[src/rtl/alu_arbiter.sv]
// ---------------------------------------------------------------------------
// alu_arbiter
//
// Purpose:
//    Shares one 32-bit integer ALU between two requesters. Port 0 is the
//    execute stage and port 1 is the address-generation/branch unit.
//    Requests are arbitrated round-robin with valid/ready handshakes. The
//    ALU output is registered into a one-entry response buffer that honours
//    consumer backpressure. Per-requester saturating counters record how
//    many operations each port has had accepted.
//
// Ports:
//    clk          clock, all state updates on the rising edge
//    rst_n        synchronous active-low reset
//    reqN_valid   requester N presents an operation
//    reqN_ready   requester N operation accepted when valid & ready
//    reqN_a/b     operands from requester N
//    reqN_op      ALU opcode from requester N
//    rsp_valid    response buffer holds a result
//    rsp_ready    consumer takes the response when valid & ready
//    rsp_result   buffered ALU result
//    rsp_zero     buffered zero flag (result == 0)
//    rsp_id       requester that issued the buffered result
//    grant_cntN   accepted operations from requester N, saturating
// ---------------------------------------------------------------------------

// ---------------------------------------------------------------------------
// alu
//
// Purpose:
//    Purely combinational 32-bit integer ALU.
//
// Ports:
//    a_i, b_i     operands
//    op_i         0000 add, 0001 sub, 0010 and, 0011 or, 0100 xor,
//                 0110 shift-left-logical by b_i[4:0]; any other code gives 0
//    result_o     operation result
//    zero_o       high when result_o is zero
// ---------------------------------------------------------------------------
module alu (
   input  logic [31:0] a_i,
   input  logic [31:0] b_i,
   input  logic [3:0]  op_i,
   output logic [31:0] result_o,
   output logic        zero_o
);

   // Opcode decode; unsupported codes fall through to a zero result so the
   // caller still gets a well-defined value and a set zero flag.
   always_comb begin
      result_o = 32'd0;
      unique case (op_i)
         4'b0000: result_o = a_i + b_i;
         4'b0001: result_o = a_i - b_i;
         4'b0010: result_o = a_i & b_i;
         4'b0011: result_o = a_i | b_i;
         4'b0100: result_o = a_i ^ b_i;
         4'b0110: result_o = a_i << b_i[4:0];
         default: result_o = 32'd0;
      endcase
   end

   assign zero_o = (result_o == 32'd0);

endmodule

module alu_arbiter #(
   parameter int CNT_W = 16
) (
   input  logic             clk,
   input  logic             rst_n,
   input  logic             req0_valid,
   output logic             req0_ready,
   input  logic [31:0]      req0_a,
   input  logic [31:0]      req0_b,
   input  logic [3:0]       req0_op,
   input  logic             req1_valid,
   output logic             req1_ready,
   input  logic [31:0]      req1_a,
   input  logic [31:0]      req1_b,
   input  logic [3:0]       req1_op,
   output logic             rsp_valid,
   input  logic             rsp_ready,
   output logic [31:0]      rsp_result,
   output logic             rsp_zero,
   output logic             rsp_id,
   output logic [CNT_W-1:0] grant_cnt0,
   output logic [CNT_W-1:0] grant_cnt1
);

   localparam logic [CNT_W-1:0] CntOne = {{(CNT_W-1){1'b0}}, 1'b1};
   localparam logic [CNT_W-1:0] CntMax = {CNT_W{1'b1}};

   logic             rspValid_q, rspValid_d;
   logic [31:0]      rspResult_q, rspResult_d;
   logic             rspZero_q, rspZero_d;
   logic             rspId_q, rspId_d;
   logic             last_q, last_d;
   logic [CNT_W-1:0] cnt0_q, cnt0_d;
   logic [CNT_W-1:0] cnt1_q, cnt1_d;

   logic             canAccept;
   logic             grant0, grant1;
   logic             fire0, fire1;
   logic [31:0]      aluA, aluB, aluResult;
   logic [3:0]       aluOp;
   logic             aluZero;

   // The buffer can take a new result when it is empty or being drained in
   // this same cycle, which gives full throughput with no bubble.
   assign canAccept = ~rspValid_q | rsp_ready;

   // Round-robin: on a tie the requester that did not win last time gets
   // the grant. last_q resets to 1 so requester 0 wins the first tie.
   assign grant0 = req0_valid & (~req1_valid |  last_q);
   assign grant1 = req1_valid & (~req0_valid | ~last_q);

   assign req0_ready = grant0 & canAccept;
   assign req1_ready = grant1 & canAccept;

   assign fire0 = req0_valid & req0_ready;
   assign fire1 = req1_valid & req1_ready;

   // The granted port steers the shared ALU inputs.
   assign aluA  = grant1 ? req1_a  : req0_a;
   assign aluB  = grant1 ? req1_b  : req0_b;
   assign aluOp = grant1 ? req1_op : req0_op;

   alu u_alu (
      .a_i      (aluA),
      .b_i      (aluB),
      .op_i     (aluOp),
      .result_o (aluResult),
      .zero_o   (aluZero)
   );

   // Next-state for the response buffer, round-robin pointer and counters.
   // The pointer moves only on an accepted transfer, so a grant that is
   // stalled by backpressure does not cost the other requester its turn.
   always_comb begin
      rspValid_d  = rspValid_q;
      rspResult_d = rspResult_q;
      rspZero_d   = rspZero_q;
      rspId_d     = rspId_q;
      last_d      = last_q;
      cnt0_d      = cnt0_q;
      cnt1_d      = cnt1_q;

      if (fire0 | fire1) begin
         rspValid_d  = 1'b1;
         rspResult_d = aluResult;
         rspZero_d   = aluZero;
         rspId_d     = fire1;
         last_d      = fire1;
      end else if (rsp_ready) begin
         rspValid_d  = 1'b0;
      end

      if (fire0 && (cnt0_q != CntMax)) begin
         cnt0_d = cnt0_q + CntOne;
      end
      if (fire1 && (cnt1_q != CntMax)) begin
         cnt1_d = cnt1_q + CntOne;
      end
   end

   // State registers with synchronous active-low reset; a reset discards
   // any buffered response without a handshake.
   always_ff @(posedge clk) begin
      if (!rst_n) begin
         rspValid_q  <= 1'b0;
         rspResult_q <= 32'd0;
         rspZero_q   <= 1'b0;
         rspId_q     <= 1'b0;
         last_q      <= 1'b1;
         cnt0_q      <= '0;
         cnt1_q      <= '0;
      end else begin
         rspValid_q  <= rspValid_d;
         rspResult_q <= rspResult_d;
         rspZero_q   <= rspZero_d;
         rspId_q     <= rspId_d;
         last_q      <= last_d;
         cnt0_q      <= cnt0_d;
         cnt1_q      <= cnt1_d;
      end
   end

   assign rsp_valid  = rspValid_q;
   assign rsp_result = rspResult_q;
   assign rsp_zero   = rspZero_q;
   assign rsp_id     = rspId_q;
   assign grant_cnt0 = cnt0_q;
   assign grant_cnt1 = cnt1_q;

endmodule

[config.mk]
export PLATFORM = sky130hd
export DESIGN_NAME = alu_arbiter
export DESIGN_NICKNAME = d
export VERILOG_FILES = /design/src/rtl/alu_arbiter.sv
export SDC_FILE = /design/constraint.sdc
export NUM_CORES = 1
export LEC_CHECK = 0
export BUFFER_PORTS_ARGS = -buffer_cell sky130_fd_sc_hd__buf_2
export CAP_MARGIN = 20
export CORE_UTILIZATION = 53
export CTS_BUF_LIST = sky130_fd_sc_hd__clkbuf_8
export DETAILED_ROUTE_END_ITERATION = 6
export GPL_ROUTABILITY_DRIVEN = 0
export PLACE_DENSITY_LB_ADDON = 0.08
export SLEW_MARGIN = 10
export SYNTH_ARGS = -nofsm -noshare
export SYNTH_HDL_FRONTEND = slang
export SYNTH_SLANG_ARGS = --single-unit
[constraint.sdc]
create_clock -name clk -period 6.2 [get_ports clk]
set_input_delay 1.24 -clock clk [delete_from_list [all_inputs] [get_ports clk]]
set_output_delay 1.24 -clock clk [all_outputs]
set_load 0.01 [all_outputs]
==> results of run 1 <==
cells in the final DEF, fill, tap and decap left out, drive strengths merged, types with 7 or more instances in the layout:
cell type	netlist	layout
nor2b	10	10
and3	11	11
mux2i	140	140
and2	39	39
o2111ai	7	7
xor2	23	23
a21o	13	13
o21ai	76	76
nand4	24	24
ha	99	99
a221o	10	10
a22oi	7	7
clkbuf	50	12
dfxtp	68	68
a221oi	23	23
xnor2	50	50
nand2	162	162
a211oi	32	32
or3	14	14
nand3	27	27
o211ai	18	18
a31oi	16	16
nand2b	11	11
a21oi	72	72
mux2	14	14
or2	7	7
inv	78	79
buf	32	263
nor3	40	40
nor2	144	144
nor4	15	15
area by class of cell:
cell class | instances | area share
Clock buffer | 11 | 0.0125
Clock inverter | 3 | 0.00321
Inverter | 78 | 0.0244
Multi-Input combinational cell | 1197 | 0.698
Sequential cell | 68 | 0.113
Tap cell | 260 | 0.0269
Timing Repair Buffer | 264 | 0.123
metrics by stage:
| step | power (µW) | instances | worst slack, ns |
|---|---|---|---|
| floorplan | 1310 | 1425 | 0.0275 |
| finish | 2070 | 1881 | 0.375 |
| global placement | 1670 | 1866 | 0.273 |
| detailed placement | 1690 | 1866 | 0.113 |
| CTS | 2050 | 1880 | 0.479 |
| global route | 2220 | 1881 | 0.0416 |
flip-flops by register name, indices dropped and copies added (netlist names):
| name | cells |
|---|---|
| rsp_result | 32 |
| grant_cnt0 | 16 |
| grant_cnt1 | 16 |
| last_q | 1 |
| rsp_id | 1 |
| rsp_valid | 1 |
| rsp_zero | 1 |
power by group:
part	total, µW	internal, µW	switching, µW
sequential	478	463	15.0
combinational	1240	488	754
clock	355	201	154
total	2070	1150	923
cell families after synthesis:
family | after synthesis | share of synthesized area
compound gates | 343 | 0.223
xor+xnor | 73 | 0.0612
simple gates | 522 | 0.236
buf+inv | 160 | 0.0644
mux | 159 | 0.164
fa+ha+maj | 100 | 0.120
flops | 68 | 0.130
per-layer routing:
layer	vias to the layer above	GRT usage	share of wire
met4	0	0.254	0.069
met5	-	0	0
li1	5581	-	-
met1	5388	0.463	0.41
met3	144	0.0861	0.087
met2	636	0.564	0.43
worst min path at each step:
stage                              start             end  cells past startpoint
after floorplan                   rsp_id          rsp_id                      2
after global placement            rsp_id          rsp_id                      2
after detailed placement  rsp_result[23]  rsp_result[23]                      2
after CTS                 rsp_result[23]  rsp_result[23]                      2
after global routing              rsp_id          rsp_id                      2
final                     rsp_result[23]  rsp_result[23]                      2
worst min-delay path, cell delays in order, from the launching register on:
cell	delay, ns
dfxtp_1	0.31
nand2_1	0.05
a21oi_1	0.05
==> results.txt, run 1 <==
----------------------------------------------------
[Global routing]
  Pin count of the biggest net entering global routing ... 64
  Number of global-route vias before repair ... 11.1k
  GRT Overall Usage ... 0.371
  First-pass GRT wire length ... 58.6 mm
  GRT Residual Overflow ... 0
  Number of antenna violations at the first check in global routing ... 0

[Finish]
  Area used by sequential logic in the layout ... 1360 µm²
  Layout area overhead ... 15.7%
  Layout cell share with drive strength beyond 1 ... 0.200
  Total Nets Final ... 1,859
  Count of antenna diodes in the layout ... 0
  Number of fill cells ... 1,846
  Post-route design area ... 12,100 µm²
  Final core utilization ... 0.636
  Multi-input gate area ... 8440 µm²

[Floorplan]
  Die Span Y ... 142 µm
  Die Wd ... 142 µm
  Io pins ... 210
  Starting utilization of the core area ... 0.550
  Floorplan row count ... 50
  DIE AREA ... 20,300 µm²
  Core footprint ... 19,000 µm²

[Yosys]
  Most common library cells after synthesis ... nand2_1 (162), nor2_1 (144), mux2i_1 (135)
  Post-synth net total ... 1,666
  Total of warnings raised by yosys ... 0
  Post-synthesis async set-or-reset flop share ... 0
  Mapped cell area ... 10,500 µm²
  #FFs+latches synth ... 68
  Unique masters post-synth ... 83
  Prevailing post-synth register cell ... dfxtp_1
  Share of the synthesized area in the top cell type ... 0.130
  Portion of the post-synthesis area used by sequential elements ... 0.130
  Syn Area/Cell ... 7.33 µm²
  Most repeated cell in the gate-level netlist after synthesis ... nand2_1
  Cell type with the largest total area after synthesis ... dfxtp_1
  Count of flip-flops with a built-in enable after synthesis ... 0
  Largest cells by area after synthesis ... dfxtp_1 (13%), mux2i_1 (13%), ha_1 (12%)
  Synthesized instance count ... 1,425

[Hold path]
  Worst hold path type ... flip-flop to flip-flop

[Setup path]
  Worst setup path category ... input pin to flip-flop
  Critical Path Start ... req0_valid
  Worst endpoint data arrival time ... 6.08 ns
  Required time of the critical path ... 6.46 ns
  Minimum setup slack among reg-to-reg paths ... 0.96 ns
  Ordered cell list for the critical path ... buf_2, a21bo_4, buf_4, mux2i_2, a21oi_1, buf_4, a41oi_1, xnor2_1, ha_1, a21oi_1, o21ai_0, a32oi_1, o31ai_2, nor4_1, o31a_1, nor4_1, or4b_1, and4b_1, nand4_1, o41ai_2
  Setup crit end kind ... flip-flop
  End of the worst register-to-register path ... rsp_zero
  CP startpoint kind ... input pin
  Instance count on the critical path ... 20
  Buffers & Inverters on Critical Path ... 3
  Worst r2r path cells ... 19
  Cell type group with the largest total delay on the critical path ... compound AO/OA/AOI/OAI gates
  Highest cell delay on the worst timing path ... 0.50 ns
  Origin of the critical flop-to-flop path ... last_q
  Worst setup endpoint ... rsp_zero
  Cell type of the slowest stage on the worst timing path ... or4b_1
  Highest net fanout along the worst path ... 14

[Pwr]
  Peak supply drop ... 0.120 mV
  Leakage power ... 0.00583 µW
  Power per cell area ... 172 nW/µm²

[Run status]
  Result of the run ... finished, violations left
  Violations in the final reports ... DRC

[Drt]
  Remaining number of nets flagged by the antenna check after routing ... 0
  Remaining design rule violation count ... 1
  WL/cell ... 19.8 µm
  Vias ... 11.7k
  Wire length after detailed routing ... 37.2 mm
  Vias per Instance ... 6.25
  Count of routing violations after the opening detailed-route iteration ... 1,195
  Initial DRT Pass Iterations ... 7

[Clock network]
  CTS Hold Buffers Added ... 0
  Clock tree from TritonCTS ... yes
  Level count of the clock H-tree ... 3
  Clock buffer depth ... 2
  Clock tree sinks ... 68
  Clock transition time at the flip-flop clock pins of the worst setup and hold paths ... 0.07 ns
  Clk_lat worst skew ... 0.34 ns
  Number of buffers created by CTS ... 9
  Resized cells post-CTS ... 0
  Cell chosen for the clock root ... clkbuf_8
  Setup bufs post-CTS ... 0

[STA]
  Part of the cycle the worst path needs ... 0.939
  Unrepaired setup endpoints after global routing ... no
  Setup-violating endpoint count in the final report ... 0
  Number of pins with negative max-slew slack in the final report ... 0
  Transition time of the tightest slew-check pin ... 1.19 ns
  Slew margin rel. ... 0.205
  Worst Hold Margin ... 0.454 ns
  Final Critical Period ... 5.82 ns
  Setup TNS ... 0 ns
  Final setup skew ... 0.00597 ns
  Top achievable clock speed ... 0.172 GHz
  Final hold violation count ... 0

[Place]
  Post-detailed-placement cell area ... 11,900 µm²
  Detailed placer's ending HPWL ... 29.7 mm
  Total of buffers placed on input and output ports ... 209

[Run]
  Max-Cap Viols ... 0

----------------------------------------------------
No activity file was read; power rests on OpenSTA's default activity.
==> inputs of run 2 (changes only) <==
SYNTH_HIERARCHICAL = 1   (was default)
==> run 2 against run 1 <==
Effect of this change: the flow now finishes without violations; clock power is 4% higher; combinational power is 22% higher; non-clock buffer count is 135 higher; maximum frequency is 2.0% lower; design area is 7.2% higher.
==> results.txt, run 2 <==
----------------------------------------------------
[Run status]
  Result of the run ... complete, no violations (was finished, violations left)

[Run]
  Max-Cap Viols ... 0 (unchanged)

[STA]
  Final Critical Period ... 5.95 ns (was 5.82 ns)
  Slew margin rel. ... 0.391 (was 0.205)
  Final hold violation count ... 0 (unchanged)
  Final Worst Setup Slack ... 0.254 ns (was 0.375 ns)
  Transition time of the tightest slew-check pin ... 0.906 ns (was 1.19 ns)
  Setup TNS ... 0 ns (unchanged)
  Top achievable clock speed ... 0.168 GHz (was 0.172 GHz)
  Final setup skew ... 0.00346 ns (was 0.00597 ns)
  Number of pins with negative max-slew slack in the final report ... 0 (unchanged)
  Part of the cycle the worst path needs ... 0.959 (was 0.939)
  Setup-violating endpoint count in the final report ... 0 (unchanged)
  Worst Hold Margin ... 0.450 ns (was 0.454 ns)

[Setup path]
  CP startpoint kind ... input pin (unchanged)
  Cell type of the slowest stage on the worst timing path ... or4_4 (was or4b_1)
  Required time of the critical path ... 6.48 ns (was 6.46 ns)
  Ordered cell list for the critical path ... buf_2, a21boi_4, buf_12, mux2_2, or4_4, nor3_1, nand2_1, o41ai_2, xnor2_1, ha_1, a21oi_1, o21ai_0, a21oi_1, a21boi_2, o41ai_1, or3_4, or4b_4, nor4_2, nand4_1, nor2_1, nand2_1, a21oi_2 (was buf_2, a21bo_4, buf_4, mux2i_2, a21oi_1, buf_4, a41oi_1, xnor2_1, ha_1, a21oi_1, o21ai_0, a32oi_1, o31ai_2, nor4_1, o31a_1, nor4_1, or4b_1, and4b_1, nand4_1, o41ai_2)
  Highest cell delay on the worst timing path ... 0.54 ns (was 0.50 ns)
  Buffers & Inverters on Critical Path ... 2 (was 3)
  Worst setup path category ... input pin to flip-flop (unchanged)
  Worst r2r path cells ... 21 (was 19)
  Instance count on the critical path ... 22 (was 20)
  Origin of the critical flop-to-flop path ... last_q (unchanged)
  Critical Path Start ... req1_valid (was req0_valid)
  Minimum setup slack among reg-to-reg paths ... 0.87 ns (was 0.96 ns)
  Worst setup endpoint ... rsp_zero (unchanged)
  End of the worst register-to-register path ... rsp_zero (unchanged)
  Highest net fanout along the worst path ... 13 (was 14)
  Worst endpoint data arrival time ... 6.23 ns (was 6.08 ns)
  Cell type group with the largest total delay on the critical path ... simple AND/OR/NAND/NOR gates (was compound AO/OA/AOI/OAI gates)
  Setup crit end kind ... flip-flop (unchanged)

[Place]
  Pre-CTS WS ... -0.227 ns (was 0.113 ns)
  Post-detailed-placement cell area ... 12,600 µm² (was 11,900 µm²)
  Instance count after placement with tap cells included ... 1,894 (was 1,866)
  Detailed placer's ending HPWL ... 29.3 mm (was 29.7 mm)
  Total of buffers placed on input and output ports ... 209 (unchanged)

[Yosys]
  Post-synth net total ... 1,596 (was 1,666)
  Synthesized instance count ... 1,355 (was 1,425)
  Mapped cell area ... 10,100 µm² (was 10,500 µm²)
  Post-synthesis async set-or-reset flop share ... 0 (unchanged)
  Cell type with the largest total area after synthesis ... dfxtp_1 (unchanged)
  Share of the synthesized area in the top cell type ... 0.134 (was 0.130)
  #FFs+latches synth ... 68 (unchanged)
  Unique masters post-synth ... 76 (was 83)
  Prevailing post-synth register cell ... dfxtp_1 (unchanged)
  Portion of the post-synthesis area used by sequential elements ... 0.134 (was 0.130)
  Syn Area/Cell ... 7.48 µm² (was 7.33 µm²)
  Most repeated cell in the gate-level netlist after synthesis ... nand2_1 (unchanged)
  Count of flip-flops with a built-in enable after synthesis ... 0 (unchanged)
  Most common library cells after synthesis ... nand2_1 (182), a21oi_1 (119), ha_1 (99) (was nand2_1 (162), nor2_1 (144), mux2i_1 (135))
  Largest cells by area after synthesis ... dfxtp_1 (13%), ha_1 (12%), mux2_2 (8.9%) (was dfxtp_1 (13%), mux2i_1 (13%), ha_1 (12%))
  Total of warnings raised by yosys ... 6 (was 0)

[Drt]
  Remaining number of nets flagged by the antenna check after routing ... 0 (unchanged)
  Vias ... 12.0k (was 11.7k)
  Initial DRT Pass Iterations ... 6 (was 7)
  Vias per Instance ... 6.29 (was 6.25)
  Count of routing violations after the opening detailed-route iteration ... 1,255 (was 1,195)
  WL/cell ... 19.5 µm (was 19.8 µm)
  Wire length after detailed routing ... 37.3 mm (was 37.2 mm)
  Remaining design rule violation count ... 0 (was 1)

[Finish]
  Most frequent standard cell in the layout excluding fill and tap cells ... buf_2 (unchanged)
  Final standard cell count with taps included and fillers excluded ... 1,911 (was 1,881)
  Count of antenna diodes in the layout ... 0 (unchanged)
  Total Nets Final ... 1,913 (was 1,859)
  Layout cell share with drive strength beyond 1 ... 0.338 (was 0.200)
  Max FFs per register ... 32 (unchanged)
  Commonest cells after routing, fill and taps aside ... buf_2 (209), buf_4 (187), nand2_1 (181) (was buf_2 (209), nand2_1 (162), nor2_1 (144))
  Layout area overhead ... 27.8% (was 15.7%)
  Number of fill cells ... 1,640 (was 1,846)
  Post-route design area ... 13,000 µm² (was 12,100 µm²)

[Clock network]
  Clock buffer depth ... 2 (unchanged)
  Clock transition time at the flip-flop clock pins of the worst setup and hold paths ... 0.08 ns (was 0.07 ns)
  Clock tree from TritonCTS ... yes (unchanged)
  Cell chosen for the clock root ... clkbuf_8 (unchanged)
  Clk_lat worst skew ... 0.34 ns (about the same)
  Clock tree sinks ... 68 (unchanged)
  Number of buffers created by CTS ... 9 (unchanged)
  Level count of the clock H-tree ... 3 (unchanged)
  CTS Hold Buffers Added ... 0 (unchanged)

[Floorplan]
  Die Wd ... 140 µm (was 142 µm)
  Io pins ... 210 (unchanged)
  DIE AREA ... 19,700 µm² (was 20,300 µm²)
  Floorplan row count ... 50 (unchanged)
  Die Span Y ... 140 µm (was 142 µm)
  Starting utilization of the core area ... 0.542 (was 0.550)
  Core footprint ... 18,700 µm² (was 19,000 µm²)

[Pwr]
  Relative contribution of the clock network to total power ... 0.157 (was 0.171)
  Net Sw Power ... 1020 µW (was 923 µW)
  Power per cell area ... 181 nW/µm² (was 172 nW/µm²)
  Sequential Power Share ... 0.201 (was 0.230)
  Design internal power ... 1330 µW (was 1150 µW)
  Portion of total power attributed to combinational logic ... 0.642 (was 0.598)
  Peak supply drop ... 0.150 mV (was 0.120 mV)
  Switching power share of the total ... 0.435 (was 0.445)
  Leakage power ... 0.00587 µW (was 0.00583 µW)

[Global routing]
  First-pass GRT wire length ... 58.5 mm (was 58.6 mm)
  GRT Residual Overflow ... 0 (unchanged)
  Pin count of the biggest net entering global routing ... 51 (was 64)
  Number of antenna violations at the first check in global routing ... 0 (unchanged)
  Number of global-route vias before repair ... 11.0k (was 11.1k)
  GRT Overall Usage ... 0.377 (was 0.371)

[Hold path]
  Worst hold path type ... flip-flop to flip-flop (unchanged)

----------------------------------------------------
==> run 2: changes by cell type in the layout (fill, tap and decap cells not counted), sizes merged, moves of 21 or more <==
| cell | previous run | this run |
|---|---|---|
| a21oi | 72 | 120 |
| nor2 | 144 | 66 |
| nand2 | 162 | 183 |
| mux2i | 140 | 42 |
| buf | 263 | 399 |
| and2 | 39 | 6 |
| mux2 | 14 | 80 |
==> run 2: cell families after synthesis <==
kind of cell	Yosys count	share of synthesized area
adder cells (fa/ha/maj)	100	0.124
multiplexers	141	0.174
AO/OA/AOI/OAI	367	0.230
AND/OR/NAND/NOR	452	0.224
flip-flops	68	0.134
buffers and inverters	178	0.0715
XOR/XNOR	49	0.0423
==> run 2: stage by stage <==
step | util | total power, µW
4_1_cts | 0.686 | 2300
3_5_place_dp | 0.675 | 1930
3_3_place_gp | 0.675 | 1900
5_1_grt | 0.693 | 2500
6_report | 0.693 | 2350
2_1_floorplan | - | 1350
==> run 2: cell type report <==
cell class | instances | area [µm²] | area share
multi-input cells | 1109 | 8270 | 0.639
repair buffers | 399 | 2500 | 0.193
flip-flops and latches | 68 | 1360 | 0.105
inverters | 85 | 327 | 0.0252
well taps | 234 | 293 | 0.0226
clock buffers | 9 | 124 | 0.00956
clock inverters | 7 | 76.3 | 0.00589
==> run 2: how the worst min path moves through the flow <==
stage                     cells after the start  slack [ns]        endpoint            from
after detailed placement                      2        0.44  rsp_result[14]  rsp_result[14]
after global routing                          2        0.47  rsp_result[26]  rsp_result[26]
final                                         2        0.45  rsp_result[27]  rsp_result[27]
after CTS                                     2        0.45  rsp_result[14]  rsp_result[14]
after floorplan                               2        0.48  rsp_result[31]  rsp_result[31]
after global placement                        2        0.44  rsp_result[21]  rsp_result[21]
==> run 2: power groups by stage <==
| stage | Combinational [µW] | Clock [µW] | Sequential (µW) |
|---|---|---|---|
| 5_1_grt | 1630 | 401 | 475 |
| 3_3_place_gp | 1420 | 0 | 482 |
| 4_1_cts | 1450 | 376 | 472 |
| 2_1_floorplan | 862 | 0 | 491 |
| 3_5_place_dp | 1440 | 0 | 483 |
| 6_report | 1510 | 369 | 472 |
==> run 2: routing by layer <==
metal	up-vias	wire, µm	track usage
met5	-	0	0
met4	0	2070	0.199
met3	140	3460	0.0656
met2	673	16100	0.579
met1	5574	15700	0.504
li1	5633	-	-
==> run 2: what timing repair did <==
action | 4_1_cts | 5_1_grt
endpoints found under the setup margin | 0 | 1
gates resized for setup | 0 | 22
buffers inserted | 0 | 2
==> run 2: tightest hold or removal path, delay by kind of cell (launching register included) <==
| kind | cells | cell delay [ns] |
|---|---|---|
| flops | 1 | 0.31 |
| simple gates | 1 | 0.05 |
| compound gates | 1 | 0.05 |
==> inputs of run 3 (changes only) <==
ABC_AREA = 1   (was default)
==> run 3 against run 2 <==
Effect of this change: maximum frequency rose by 6.2%; global-route usage fell by 4.4 points; sequential power rose by 3%; critical path depth rose by 8; die area rose by 9.5%; first-iteration DRC count rose by 3.2%; clock skew rose by 0.0082 ns; count of clock-buffer cells in the layout rose by 3; total power fell by 6.9%; routed wire length fell by 3.6%; register-to-register slack improved by 0.41 ns; highest routed layer unchanged.
==> results.txt, run 3 <==
----------------------------------------------------
[STA]
  Slew margin rel. ... 0.302 (was 0.391)
  Final Critical Period ... 5.60 ns (was 5.95 ns)
  Part of the cycle the worst path needs ... 0.903 (was 0.959)
  Worst Hold Margin ... 0.476 ns (was 0.450 ns)
  Setup-violating endpoint count in the final report ... 0 (unchanged)
  Number of pins with negative max-slew slack in the final report ... 0 (unchanged)
  Setup TNS ... 0 ns (unchanged)
  Unrepaired setup endpoints after global routing ... no
  Top achievable clock speed ... 0.179 GHz (was 0.168 GHz)
  Final setup skew ... 0.0117 ns (was 0.00346 ns)
  Transition time of the tightest slew-check pin ... 1.05 ns (was 0.906 ns)
  Final hold violation count ... 0 (unchanged)

[Global routing]
  Number of global-route vias before repair ... 11.6k (was 11.0k)
  First-pass GRT wire length ... 58.0 mm (was 58.5 mm)
  Number of antenna violations at the first check in global routing ... 0 (unchanged)
  GRT Overall Usage ... 0.333 (was 0.377)
  Pin count of the biggest net entering global routing ... 66 (was 51)
  GRT Residual Overflow ... 0 (unchanged)

[Clock network]
  Clock buffer depth ... 2 (unchanged)
  Cell chosen for the clock root ... clkbuf_8 (unchanged)
  Level count of the clock H-tree ... 3 (unchanged)
  Clk_lat worst skew ... 0.35 ns (was 0.34 ns)
  CTS Hold Buffers Added ... 0 (unchanged)
  Clock tree sinks ... 68 (unchanged)
  Clock transition time at the flip-flop clock pins of the worst setup and hold paths ... 0.07 ns (was 0.08 ns)
  Resized cells post-CTS ... 0 (unchanged)
  Number of buffers created by CTS ... 9 (unchanged)
  Setup bufs post-CTS ... 0 (unchanged)
  Clock tree from TritonCTS ... yes (unchanged)

[Setup path]
  Highest cell delay on the worst timing path ... 0.51 ns (was 0.54 ns)
  Worst endpoint data arrival time ... 5.89 ns (was 6.23 ns)
  Cell type of the slowest stage on the worst timing path ... mux2_2 (was or4_4)
  Required time of the critical path ... 6.49 ns (was 6.48 ns)
  CP startpoint kind ... input pin (unchanged)
  Worst setup path category ... input pin to flip-flop (unchanged)
  Highest net fanout along the worst path ... 22 (was 13)
  Setup crit end kind ... flip-flop (unchanged)
  Most Frequent Cell on Critical Path ... nand2_1

[Yosys]
  Mapped cell area ... 11,100 µm² (was 10,100 µm²)
  Portion of the post-synthesis area used by sequential elements ... 0.123 (was 0.134)
  Unique masters post-synth ... 48 (was 76)
  Post-synth net total ... 2,156 (was 1,596)
  Post-synthesis async set-or-reset flop share ... 0 (unchanged)
  Largest cells by area after synthesis ... nand2_1 (19%), dfxtp_1 (12%), ha_1 (11%) (was dfxtp_1 (13%), ha_1 (12%), mux2_2 (8.9%))
  Syn Area/Cell ... 5.80 µm² (was 7.48 µm²)
  Most repeated cell in the gate-level netlist after synthesis ... nand2_1 (unchanged)
  Cell type with the largest total area after synthesis ... nand2_1 (was dfxtp_1)
  Count of flip-flops with a built-in enable after synthesis ... 0 (unchanged)
  Synthesized instance count ... 1,915 (was 1,355)
  Total of warnings raised by yosys ... 6 (unchanged)
  #FFs+latches synth ... 68 (unchanged)
  Share of the synthesized area in the top cell type ... 0.194 (was 0.134)
  Most common library cells after synthesis ... nand2_1 (573), inv_1 (244), nand3_1 (240) (was nand2_1 (182), a21oi_1 (119), ha_1 (99))
  Prevailing post-synth register cell ... dfxtp_1 (unchanged)

[Finish]
  Commonest cells after routing, fill and taps aside ... nand2_1 (573), inv_1 (244), nand3_1 (240) (was buf_2 (209), buf_4 (187), nand2_1 (181))
  Max FFs per register ... 32 (unchanged)
  Layout area overhead ... 12.0% (was 27.8%)
  Total Nets Final ... 2,327 (was 1,913)
  Final standard cell count with taps included and fillers excluded ... 2,361 (was 1,911)
  Count of antenna diodes in the layout ... 0 (unchanged)
  Number of fill cells ... 2,112 (was 1,640)
  Layout cell share with drive strength beyond 1 ... 0.178 (was 0.338)
  Most frequent standard cell in the layout excluding fill and tap cells ... nand2_1 (was buf_2)

[Hold path]
  Worst hold path type ... flip-flop to flip-flop (unchanged)

[Drt]
  Remaining design rule violation count ... 0 (unchanged)
  Remaining number of nets flagged by the antenna check after routing ... 0 (unchanged)
  Vias per Instance ... 5.49 (was 6.29)
  Count of routing violations after the opening detailed-route iteration ... 1,295 (was 1,255)
  Initial DRT Pass Iterations ... 6 (unchanged)
  Wire length after detailed routing ... 36.0 mm (was 37.3 mm)
  Vias ... 13.0k (was 12.0k)
  WL/cell ... 15.2 µm (was 19.5 µm)

[Pwr]
  Leakage power ... 0.00698 µW (was 0.00587 µW)
  Peak supply drop ... 0.113 mV (was 0.150 mV)
  Power per cell area ... 176 nW/µm² (was 181 nW/µm²)

[Floorplan]
  Die Span Y ... 147 µm (was 140 µm)
  Core footprint ... 20,400 µm² (was 18,700 µm²)
  Floorplan row count ... 52 (was 50)
  Io pins ... 210 (unchanged)
  DIE AREA ... 21,500 µm² (was 19,700 µm²)
  Starting utilization of the core area ... 0.546 (was 0.542)
  Die Wd ... 147 µm (was 140 µm)

[Place]
  Total of buffers placed on input and output ports ... 209 (unchanged)
  Instance count after placement with tap cells included ... 2,345 (was 1,894)
  Detailed placer's ending HPWL ... 29.3 mm (about the same)

[Run status]
  Result of the run ... complete, no violations (unchanged)

[Run]
  Max-Cap Viols ... 0 (unchanged)

----------------------------------------------------
==> run 3: changes by cell type in the layout (fill, tap and decap cells not counted), moves of 21 or more <==
cell / delta
mux2_2: -30
mux2i_1: -42
xor2_1: +21
nand2_1: +392
inv_1: +162
xnor2_1: -38
a21oi_1: -41
nor2_1: +170
buf_4: -171
nand3_1: +212
==> run 3: final cells by class <==
class                           count  area (µm²)  area share
Tap cell                          270         338      0.0271
Inverter                          255         960      0.0771
Clock inverter                      4        70.1     0.00563
Sequential cell                    68        1360       0.109
Multi-Input combinational cell   1527        8380       0.674
Timing Repair Buffer              225        1170      0.0937
Clock buffer                       12         165      0.0133
==> run 3: power by group <==
part | switching [µW] | internal (µW) | total, µW | leakage, µW
logic | 836 | 433 | 1270 | 0.00630
clock network | 176 | 258 | 434 | 0.000122
registers | 16.7 | 467 | 484 | 0.000556
total | 1030 | 1160 | 2190 | 0.00698
==> run 3: kinds of logic after synthesis <==
logic type,synth area share
AND/OR/NAND/NOR,0.448
buffers and inverters,0.123
AO/OA/AOI/OAI,0.0917
adder cells (fa/ha/maj),0.113
multiplexers,0.0757
flip-flops,0.123
XOR/XNOR,0.0252
==> run 3: final timing paths <==
| path | slack, ns | depth (start not counted) | startpoint | endpoint |
|---|---|---|---|---|
| setup / recovery | 0.60 | 30 | req0_valid | rsp_zero |
| hold / removal | 0.48 | 2 | rsp_id | rsp_id |
| setup reg to reg | 1.28 | 29 | last_q | rsp_zero |
| hold reg to reg | 0.48 | 2 | rsp_id | rsp_id |
==> run 3: routing by layer <==
| layer | wire [µm] | global-route usage | part of all wire | up-vias |
|---|---|---|---|---|
| li1 | - | - | - | 6496 |
| met1 | 15500 | 0.439 | 0.43 | 5756 |
| met2 | 15600 | 0.529 | 0.43 | 624 |
| met3 | 3250 | 0.0602 | 0.090 | 82 |
| met4 | 1600 | 0.143 | 0.044 | 0 |
| met5 | 0 | 0 | 0 | - |
==> run 3: per-stage QoR <==
| stage | util | total power [µW] | setup WS, ns | area, µm² |
|---|---|---|---|---|
| after floorplan | - | 1400 | 1.02 | 11100 |
| after global placement | 0.600 | 1710 | 0.343 | 12200 |
| after detailed placement | 0.600 | 1730 | 0.420 | 12200 |
| after CTS | 0.611 | 2170 | 0.757 | 12400 |
| after global routing | 0.611 | 2360 | 0.289 | 12400 |
| final | 0.611 | 2190 | 0.600 | 12400 |
==> run 3: critical path: cells and delay by family <==
kind / cells / cell delay (ns)
buf+inv: 2 / 0.22
simple gates: 25 / 3.40
mux: 1 / 0.51
fa+ha+maj: 1 / 0.39
xor+xnor: 1 / 0.08
